<file path="src/rtl/sd_spi_master.sv">
// sd_spi_master: byte-level SPI mode-0 initiator (MSB first) for SD/MMC cards.
// Define SD_SPI_CRC7_EN to enable the CRC7 accumulator of transmitted bits.
module sd_spi_master #(
  parameter int DIV_W     = 8,
  parameter bit IDLE_MOSI = 1'b1
) (
  input  logic             clk_sys,
  input  logic             reset,
  input  logic [DIV_W-1:0] clk_div,
  input  logic             ss_req,
  input  logic             start,
  input  logic [7:0]       tx_data,
  output logic             busy,
  output logic             done,
  output logic [7:0]       rx_data,
  output logic             sck,
  output logic             mosi,
  input  logic             miso,
  output logic             ss,
  input  logic             crc_clr,
  output logic [6:0]       crc7
);

  typedef enum logic [1:0] {
    S_IDLE,
    S_LOW,
    S_HIGH
  } state_t;

  state_t           state;
  state_t           state_next;
  logic [DIV_W-1:0] div_q;
  logic [DIV_W-1:0] cnt;
  logic [2:0]       bit_cnt;
  logic [7:0]       tx_sr;
  logic [7:0]       rx_sr;
  logic [7:0]       rx_next;
  logic             miso_q;
  logic             phase_end;
  logic             last_bit;

  assign phase_end = (cnt == div_q);
  assign last_bit  = (bit_cnt == 3'd7);

  // miso_q is one cycle late, so it is shifted in on the first HIGH cycle:
  // that captures the miso level of the cycle just before sck rose.
  assign rx_next = (cnt == '0) ? {rx_sr[6:0], miso_q} : rx_sr;

  // NOTE: sequential state uses non-blocking (<=) so every flop samples pre-edge values.
  always_ff @(posedge clk_sys) begin
    if (reset) state <= S_IDLE;
    else       state <= state_next;
  end

  always_comb begin
    // NOTE: default assignment first, so no path leaves state_next unassigned (no latch).
    state_next = state;
    case (state)
      S_IDLE:  if (start) state_next = S_LOW;
      S_LOW:   if (phase_end) state_next = S_HIGH;
      S_HIGH:  if (phase_end) state_next = last_bit ? S_IDLE : S_LOW;
      default: state_next = S_IDLE;
    endcase
  end

  always_comb begin
    busy = (state != S_IDLE);
    sck  = (state == S_HIGH);
    mosi = (state == S_IDLE) ? IDLE_MOSI : tx_sr[7];
  end

  always_ff @(posedge clk_sys) begin
    if (reset) begin
      div_q   <= '0;
      cnt     <= '0;
      bit_cnt <= '0;
      tx_sr   <= '0;
      rx_sr   <= '0;
      rx_data <= '0;
      done    <= 1'b0;
      ss      <= 1'b1;
      miso_q  <= 1'b0;
    end else begin
      miso_q <= miso;
      done   <= 1'b0;
      case (state)
        S_IDLE: begin
          // ss only follows the request between bytes, never mid-byte.
          ss      <= ss_req;
          cnt     <= '0;
          bit_cnt <= '0;
          if (start) begin
            tx_sr <= tx_data;
            div_q <= clk_div;
          end
        end
        S_LOW: begin
          if (phase_end) cnt <= '0;
          else           cnt <= cnt + DIV_W'(1);
        end
        S_HIGH: begin
          rx_sr <= rx_next;
          if (phase_end) begin
            cnt     <= '0;
            tx_sr   <= {tx_sr[6:0], 1'b0};
            bit_cnt <= bit_cnt + 3'd1;
            if (last_bit) begin
              done    <= 1'b1;
              rx_data <= rx_next;
            end
          end else begin
            cnt <= cnt + DIV_W'(1);
          end
        end
        default: ;
      endcase
    end
  end

`ifdef SD_SPI_CRC7_EN
  logic rise;
  logic crc_fb;

  assign rise   = (state == S_LOW) && phase_end;
  assign crc_fb = crc7[6] ^ tx_sr[7];

  // x^7 + x^3 + 1, one step per transmitted bit at the rising sck edge.
  always_ff @(posedge clk_sys) begin
    if (reset || crc_clr) crc7 <= '0;
    else if (rise)        crc7 <= {crc7[5:0], 1'b0} ^ (crc_fb ? 7'h09 : 7'h00);
  end
`else
  logic crc_clr_unused;

  assign crc_clr_unused = crc_clr;
  assign crc7           = '0;
`endif

endmodule
</file>
<file path="config.mk">
export PLATFORM = sky130hd
export DESIGN_NAME = sd_spi_master
export DESIGN_NICKNAME = d
export VERILOG_FILES = /design/src/rtl/sd_spi_master.sv
export SDC_FILE = /design/constraint.sdc
export NUM_CORES = 1
export LEC_CHECK = 0
export CAP_MARGIN = 20
export CORE_UTILIZATION = 45
export CTS_BUF_LIST = sky130_fd_sc_hd__clkbuf_4 sky130_fd_sc_hd__clkbuf_8 sky130_fd_sc_hd__clkbuf_16
export DETAILED_ROUTE_END_ITERATION = 8
export GPL_TIMING_DRIVEN = 0
export PLACE_DENSITY = 0.68
export SETUP_SLACK_MARGIN = 0.02
export SLEW_MARGIN = 0
export SYNTH_ARGS = -nofsm -noshare
export SYNTH_HDL_FRONTEND = slang
export SYNTH_SLANG_ARGS = --single-unit
</file>
<file path="constraint.sdc">
create_clock -name clk_sys -period 1.6 [get_ports clk_sys]
set_clock_uncertainty 0.15 [all_clocks]
set_input_delay 0.16 -clock clk_sys [delete_from_list [all_inputs] [get_ports clk_sys]]
set_output_delay 0.16 -clock clk_sys [all_outputs]
set_load 0.01 [all_outputs]
</file>
==> results of run 1 <==
==> kinds of logic (layout without fill, tap and decap cells) <==
logic type / count (synthesis) / after routing / share of synthesized area [%]
compound gates: 51 / 51 / 12.3
xor+xnor: 12 / 12 / 4.32
flops: 48 / 48 / 39.5
fa+ha+maj: 9 / 9 / 4.63
mux: 26 / 26 / 11.1
buf+inv: 34 / 101 / 6.94
simple gates: 108 / 108 / 21.0
other cells: 1 / 7 / 0.154
==> critical path, stage by stage, from the launching register on <==
cell     delay [ps]
dfxtp_4         370
xor2_2          190
nor4_4          400
and2_4          270
buf_6           130
nand4_1         130
a21oi_2         200
==> path summary, 6_finish.rpt <==
| path | startpoint | end | slack [ps] | depth (start not counted) |
|---|---|---|---|---|
| max reg2reg | cnt[0] | tx_sr[7] | -300 | 6 |
| min | reset | miso_q | 160 | 2 |
| max | cnt[0] | tx_sr[7] | -300 | 6 |
| min reg2reg | div_q[7] | div_q[7] | 330 | 2 |
==> layout by cell type, fill, tap and decap left out, drive strengths merged, types with 7 or more instances in the layout <==
master         Yosys  final
nor2              26     26
nand3             19     19
xor2              11     11
ha                 9      9
nand4              9      9
a21oi             27     27
dfxtp             48     48
buf               13     45
clkdlybuf4s50      0     28
conb               1      7
inv                7      7
nand2             38     38
mux2i             18     18
a31oi              9      9
mux2               8      8
clkbuf            14     20
==> where the power goes <==
group          total [W]  internal (W)  switching [W]
clock           0.000774      0.000387       0.000387
sequential       0.00147       0.00133       0.000136
combinational    0.00227       0.00113        0.00114
==> layout make-up <==
| type | count | area (µm²) | area share [%] |
|---|---|---|---|
| tap | 70 | 87.6 | 2.46 |
| clock buffer | 8 | 97.6 | 2.74 |
| buffer | 25 | 176 | 4.95 |
| multi-input combinational | 213 | 1590 | 44.7 |
| sequential | 48 | 993 | 27.8 |
| inverter | 7 | 36.3 | 1.02 |
| timing repair buffer | 61 | 582 | 16.3 |
==> stage by stage <==
stage,setup TNS (ps),util [%],setup slack (ps),std cells,area (µm²)
after floorplan,-1420,-,-92.8,295,2530
after global placement,-10310,56.6,-546,396,2930
after detailed placement,-10900,56.6,-564,396,2930
after CTS,-5650,62.3,-258,418,3220
after global routing,-9250,69.0,-371,432,3570
final,-5990,69.0,-299,432,3570
==> state kept, by name, indices dropped and copies added (netlist names) <==
name,count
rx_sr,8
ss,1
rx_data,8
tx_sr,8
div_q,8
bit_cnt,3
state,2
done,1
miso_q,1
cnt,8
==> repair_timing <==
action | 4_1_cts | 5_1_grt
resized for setup | 41 | 46
cloned | 1 | 1
pin swaps | 9 | 20
hold buffers | 0 | 0
buffers inserted | 14 | 14
setup endpoints to repair | 49 | 40
==> routing by layer <==
layer | GRT usage, % | up-vias | part of all wire, %
li1 | - | 1128 | -
met2 | 36.9 | 43 | 51
met3 | 4.23 | 14 | 3.4
met4 | 7.00 | 0 | 2.0
met1 | 27.2 | 1079 | 43
met5 | 0 | - | 0
==> qor.txt, run 1 <==
Status: finished with violations
Violated checks: negative setup slack
Nets@finish: 392
Sink Count: 48
CP max FO: 6
Die Wd: 75.5 µm
Total Wirelength: 6.39 mm
Share of layout cells above drive strength 1: 31.5%
Most frequent cell after synthesis: dfxtp_1
Total track usage: 21.5%
Worst Path Arrival: 1970 ps
Max-cap violations: 0
Vias in the first global route: 2089
Starting DRT DRC Count: 163
Final WS setup: -299 ps
DR pass1 iterations: 4
First-pass GRT wire length: 9.36 mm
Fin. max-slew vios: 0
Largest net degree at the start of global routing: 14
Ranking of synthesized cells by area: dfxtp_1 39%, mux2i_1 7.4%, nand2_1 5.9%
RSZ-0062 raised after global routing: yes
Clock root buffer: clkbuf_8
Worst Path Class, Setup: reg -> reg
Cell Area, Synth: 2430 µm²
Final Hold Violating Endpoints: 0
Most common flop cell mapped by yosys: dfxtp_1
Pwr Total: 0.00452 W
Finish-stage setup viols: 32
Cell Rows: 26
Htree depth: 2
Core region area: 5170 µm²
Syn_area_per_cell: 8.42 µm²
DR vias/cell: 5.24
Cells after Synth: 289
Hpwl dp: 3.71 mm
Antenna cells: 0
Die height: 75.5 µm
Fmax: 527 MHz
Filler instances: 402
Initial antenna violation count: 0
Skew-Pair Late Insertion Delay: 300 ps
Hold WS: 159 ps
Post-synth top area share: 39.5%
Number of synthesized flops with an enable pin: 0
Total number of yosys warnings: 0
Critical Path RT: 1670 ps
Average wire per standard cell: 14.8 µm
Actual slew at the worst max-slew pin: 581 ps
Reg clk slew, reported paths: 80 ps
Crit. End Element: flop
# port buffers: 31
Leakage Power: 1.49 nW
Via count: 2264
Hold WC Path Type: in -> reg
Startpoint Class: flop
Yosys cell types: 41
Routed Antenna Nets: 0
Register bit total from synthesis: 48
PD cells: 1270 nW/µm²
Asr flop ratio synth: 0%
GPL Wtd Cong: 0.818
Register area share after synthesis: 39.5%
Max-slew headroom: 61.3%
Die ar.: 5710 µm²
Grt ovf: 0
Clock Tree Buf Depth: 2
Initial Utilization: 47.0%
Num CTS Buffers: 5
Area leader, netlist: dfxtp_1
IO Pins: 42
DRC Markers: 0
CTS tree: built
Tcrit/Tclk final: 119%
Synth-to-layout area growth: 46.6%
Commonest cells in the synthesized netlist: 48 x dfxtp_1, 38 x nand2_1, 27 x a21oi_1
Worst VDD drop: 0.775 mV
Tmin final: 1900 ps
No activity file was read; power rests on OpenSTA's default activity.
==> run 2: changes to the inputs <==
Settings changed: CORE_UTILIZATION 45 to 35, PLACE_DENSITY 0.68 to 0.55.
==> run 2 against run 1 <==
  * The flow still finishes with violations (negative setup slack)
  * First-iteration DRC count decreased by 52%
  * Global-route usage decreased by 5.2 points
  * Wire length decreased by 5.4%
  * Combinational power decreased by 4%
  * Utilization decreased by 17 points
  * Hold slack got worse by 34 ps
  * Clock power increased by 17%
  * Total power increased by 0.93%
==> qor.txt, run 2 (same netlist as run 1, synthesis figures left out) <==
Status: finished with violations
Violated checks: negative setup slack
Combinational power share: 47.8% (-2.6 points)
Synth-to-layout area growth: 43.0%
Skew-Pair Late Insertion Delay: 310 ps (about the same)
Max incr delay on CP: 390 ps (about the same)
Worst VDD drop: 0.522 mV (-33%)
Setup TNS: -5040 ps (+946 ps)
Actual slew at the worst max-slew pin: 620 ps (+39.4 ps)
PD cells: 1310 nW/µm² (+3.5%)
P_int: 0.00291 W (+2.0%)
Fin. max-slew vios: 0 (unchanged)
Critical Path RT: 1620 ps (-50 ps)
RSZ-0062 raised after global routing: yes
GPL Wtd Cong: 0.799 (-2.4%)
Worst Path Class, Setup: reg -> reg
Fmax: 528 MHz (+0.33%)
Hold WS: 125 ps (-33.7 ps)
Sequential power share: 32.4% (about the same)
Tcrit/Tclk final: 118% (-0.39 points)
Max-cap violations: 0 (unchanged)
Tmin final: 1890 ps (-6.18 ps)
Core region area: 6760 µm² (+31%)
Crit. End Element: flop
Grt ovf: 0 (unchanged)
Final core utilization: 51.5% (-17 points)
Nets@finish: 386 (-1.5%)
Num CTS Buffers: 5 (unchanged)
Area after DPL: 2940 µm² (+0.43%)
Final WS setup: -292 ps (+6.18 ps)
DRC Markers: 0 (unchanged)
DR pass1 iterations: 4 (unchanged)
Starting DRT DRC Count: 78 (-52%)
Clk network pwr share: 19.9% (+2.8 points)
Total Wirelength: 6.04 mm (-5.4%)
Hpwl dp: 3.85 mm (+3.7%)
Die ar.: 7290 µm² (+28%)
Routed Antenna Nets: 0 (unchanged)
Pre-CTS setup slack: -587 ps (-22.5 ps)
Die Wd: 85.4 µm (+13%)
Cell area after layout: 3480 µm² (-2.5%)
Initial Utilization: 36.0% (-11 points)
Vias in the first global route: 1941 (-7.1%)
Htree depth: 2 (unchanged)
Top delay family on crit path: simple AND/OR/NAND/NOR gates
Worst Path Arrival: 1920 ps (-50 ps)
Clock Tree Buf Depth: 2 (unchanged)
Via count: 2229 (-1.5%)
CP max-delay cell: dfxtp_4
Hold WC Path Type: in -> reg
First-pass GRT wire length: 9.40 mm (+0.36%)
DR vias/cell: 5.11 (-2.4%)
Most frequent cells in the layout: 37 x nand2_1, 37 x dfxtp_1, 28 x clkdlybuf4s50_1, 26 x nor2_1
Clock root buffer: clkbuf_8
Max-slew headroom: 58.6% (-2.6 points)
Switching share of power: 36.2% (-0.65 points)
Sink Count: 48 (unchanged)
Average wire per standard cell: 13.9 µm (-6.3%)
Finish-stage setup viols: 30 (-6.3%)
Final Hold Violating Endpoints: 0 (unchanged)
# port buffers: 31 (unchanged)
CP max FO: 9 (+3)
Share of layout cells above drive strength 1: 28.7% (-2.8 points)
CTS tree: built
Critical path buffers and inverters: 0 (-1)
Cell Rows: 30 (+15%)
Startpoint Class: flop
Leakage Power: 1.46 nW (-2.4%)
Largest net degree at the start of global routing: 17 (+3)
Reg clk slew, reported paths: 100 ps (+20 ps)
Die height: 85.4 µm (+13%)
Initial antenna violation count: 0 (unchanged)
Total track usage: 16.3% (-5.2 points)
Antenna cells: 0 (unchanged)
Crit-path cells: xor2_2, nor4_4, nand2_1, a31oi_1, a21oi_2
IO Pins: 42 (unchanged)
Psw: 0.00165 W (-0.85%)
run 2: changes by cell type in the layout (fill, tap and decap cells not counted), sizes merged:
cell	previous run	this run
buf	45	41
bufinv	0	1
clkbuf	20	16
clkinvlp	0	1
dlygate4sd2	1	0
inv	7	8
run 2: final cells by class:
class / instances / area [µm²]
Clock buffer: 5 / 68.8
Clock inverter: 3 / 46.3
Tap cell: 80 / 100
Fill cell: 660 / 3280
Inverter: 7 / 31.3
Sequential cell: 48 / 995
Buffer: 25 / 181
Multi-Input combinational cell: 213 / 1530
Timing Repair Buffer: 55 / 526
run 2: power by group through the flow:
stage	Sequential [W]	Clock (W)	Combinational, W
after floorplan	0.00145	0	0.00103
after global placement	0.00148	0	0.00143
after detailed placement	0.00148	0	0.00144
after CTS	0.00145	0.000928	0.00186
after global routing	0.00150	0.000990	0.00235
final	0.00148	0.000905	0.00218
run 2: final timing paths:
check | from | to | slack [ps] | cells after the start
setup / recovery | cnt[6] | tx_sr[7] | -290 | 5
hold / removal | reset | miso_q | 120 | 2
setup reg to reg | cnt[6] | tx_sr[7] | -290 | 5
hold reg to reg | div_q[3] | div_q[3] | 330 | 2
run 2: what timing repair did:
item | in CTS | in global routing
endpoints found under the setup margin | 49 | 40
pin swaps | 7 | 18
cloned | 1 | 0
gates resized for setup | 42 | 37
buffers inserted | 14 | 9
hold buffers | 0 | 0
run 2: worst register-to-register path, stage by stage, from the launching register on:
cell and delay (ps):
dfxtp_4 390, xor2_2 160, nor4_4 380, nand2_1 310
a31oi_1 300, a21oi_2 80
run 2: metrics by stage:
stage	std cells	power (W)
after floorplan	295	0.00249
after global placement	406	0.00290
after detailed placement	406	0.00292
after CTS	427	0.00424
after global routing	436	0.00484
final	436	0.00456
run 2: routing by layer:
metal  GRT usage, %  vias to the layer above  part of all wire, %
met2           27.0                       40                   49
met4           4.55                        0                  1.9
met3           3.40                       10                  3.4
met1           21.7                     1059                   46
met5              0                        -                    0
li1               -                     1120                    -
==> run 3: changes to the inputs <==
Settings changed: PLACE_DENSITY 0.55 to 0.53.
Clock period 1.6 ns to 2.02 ns, I/O delays scaled along.
==> run 3 against run 2 <==
  * The run now ends clean
  * Via count shrank 8.2%
  * Sequential share of layout area grew 3.3 points
  * Total power shrank 36%
  * Clock power is 38% lower
  * Critical path depth did not move
  * First-iteration DRC count rose by 7.7%
  * Final cell count decreased by 4.4%
  * Non-clock buffer count fell by 18
==> qor.txt, run 3 (same netlist as run 1, synthesis figures left out) <==
Fin. max-slew vios: 0 (unchanged)
Skew-Pair Late Insertion Delay: 300 ps (about the same)
Starting DRT DRC Count: 84 (+7.7%)
Status: finished, final reports clean
Hpwl dp: 3.80 mm (-1.4%)
Max-cap violations: 0 (unchanged)
Antenna cells: 0 (unchanged)
Worst VDD drop: 0.408 mV (-22%)
Cell area after layout: 3030 µm² (-13%)
Reg clk slew, reported paths: 100 ps (about the same)
Most common cell after layout, fill and taps aside: dfxtp_1
Crit. End Element: primary output
PD cells: 960 nW/µm² (-27%)
Clock Tree Buf Depth: 2 (unchanged)
Area after DPL: 2870 µm² (-2.4%)
Largest net degree at the start of global routing: 15 (-2)
Num CTS Buffers: 5 (unchanged)
Critical Path Start: state[1]
CP max FO: 10 (+1)
Most frequent cells in the layout: 44 x dfxtp_1, 38 x nand2_1, 29 x clkdlybuf4s50_1, 27 x a21oi_1, 26 x nor2_1
Reg2reg start: cnt[3]
Vias in the first global route: 1861 (-4.1%)
Routed Antenna Nets: 0 (unchanged)
First-pass GRT wire length: 8.87 mm (-5.6%)
Share of layout cells above drive strength 1: 13.9% (-15 points)
Die height: 85.4 µm (unchanged)
Via count: 2047 (-8.2%)
Leakage Power: 1.30 nW (-11%)
Setup TNS: 0 ps (+5040 ps)
IO Pins: 42 (unchanged)
DR pass1 iterations: 4 (unchanged)
Average wire per standard cell: 13.0 µm (-6.3%)
Worst Path Arrival: 1580 ps (-340 ps)
Hold WS: 184 ps (+59.4 ps)
Worst Path Class, Setup: reg -> out
Finish-stage setup viols: 0 (-100%)
Cell Rows: 30 (unchanged)
Sink Count: 48 (unchanged)
Finished Layout Cells: 417 (-4.4%)
HP Start: reset
CTS tree: built
Hold buffer count at CTS: 0 (unchanged)
Pre-CTS setup slack: -179 ps (+408 ps)
Hold WC Path Type: in -> reg
Total Wirelength: 5.41 mm (-10%)
Initial antenna violation count: 0 (unchanged)
Total track usage: 15.4% (-0.96 points)
Actual slew at the worst max-slew pin: 529 ps (-91.1 ps)
Fmax: 517 MHz
Grt ovf: 0 (unchanged)
Startpoint Class: flop
Die Wd: 85.4 µm (unchanged)
Placed cells: 406 (unchanged)
Initial Utilization: 36.0% (unchanged)
GPL Wtd Cong: 0.766 (-4.1%)
# port buffers: 31 (unchanged)
Tmin final: 1930 ps
DRC Markers: 0 (unchanged)
Synth-to-layout area growth: 24.5%
Max-slew headroom: 64.7% (+6.1 points)
Final WS setup: 85.1 ps (+377 ps)
Final Hold Violating Endpoints: 0 (unchanged)
Core region area: 6760 µm² (unchanged)
RSZ-0062 raised after global routing: no
Die ar.: 7290 µm² (unchanged)
DR vias/cell: 4.91 (-4.0%)
Nets@finish: 368 (-4.7%)
Tcrit/Tclk final: 95.8%
Clock root buffer: clkbuf_8
Htree depth: 2 (unchanged)
Critical Path RT: 1670 ps (+50 ps)
==> run 3: per-stage QoR <==
stage / util, % / total power [W]
floorplan: - / 0.00192
global placement: 42.4 / 0.00224
detailed placement: 42.4 / 0.00225
CTS: 44.3 / 0.00288
global route: 44.8 / 0.00310
finish: 44.8 / 0.00291
==> run 3: timing repair <==
action                     in CTS  in global routing
buffers inserted                3                  1
pin swaps                       2                  6
resized for setup              14                 11
setup endpoints to repair      30                 29
==> run 3: final timing paths <==
check / end / slack [ps] / depth (start not counted)
worst min register to register: div_q[7] / 320 / 2
worst min-delay path: miso_q / 180 / 2
worst max register to register: tx_sr[1] / 130 / 9
worst max-delay path: mosi / 90 / 5
==> run 3: worst max-delay path, stage by stage (launching register included) <==
cell and delay [ps]:
dfxtp_2 360, inv_2 60, ha_2 190, buf_6 140, or2_2 260, dlygate4sd2_1 290
==> run 3: routing by layer <==
layer  GRT usage [%]  vias to the layer above  part of all wire (%)
li1                -                     1081                     -
met1            20.9                      915                    51
met2            24.7                       44                    43
met3            3.11                        7                   4.4
met4            4.55                        0                   1.2
met5               0                        -                     0
==> run 3: power breakdown <==
group | internal (W) | switching [W]
logic | 0.000525 | 0.000675
registers | 0.00105 | 0.0000903
clock network | 0.000235 | 0.000328
total | 0.00182 | 0.00109
==> run 3: final cells by class <==
cell class / count / area (µm²)
clock buffers: 5 / 68.8
well taps: 80 / 100
clock inverters: 2 / 12.5
repair buffers: 35 / 338
plain buffers: 27 / 174
inverters: 7 / 26.3
multi-input cells: 213 / 1340
fillers: 698 / 3730
flip-flops and latches: 48 / 966
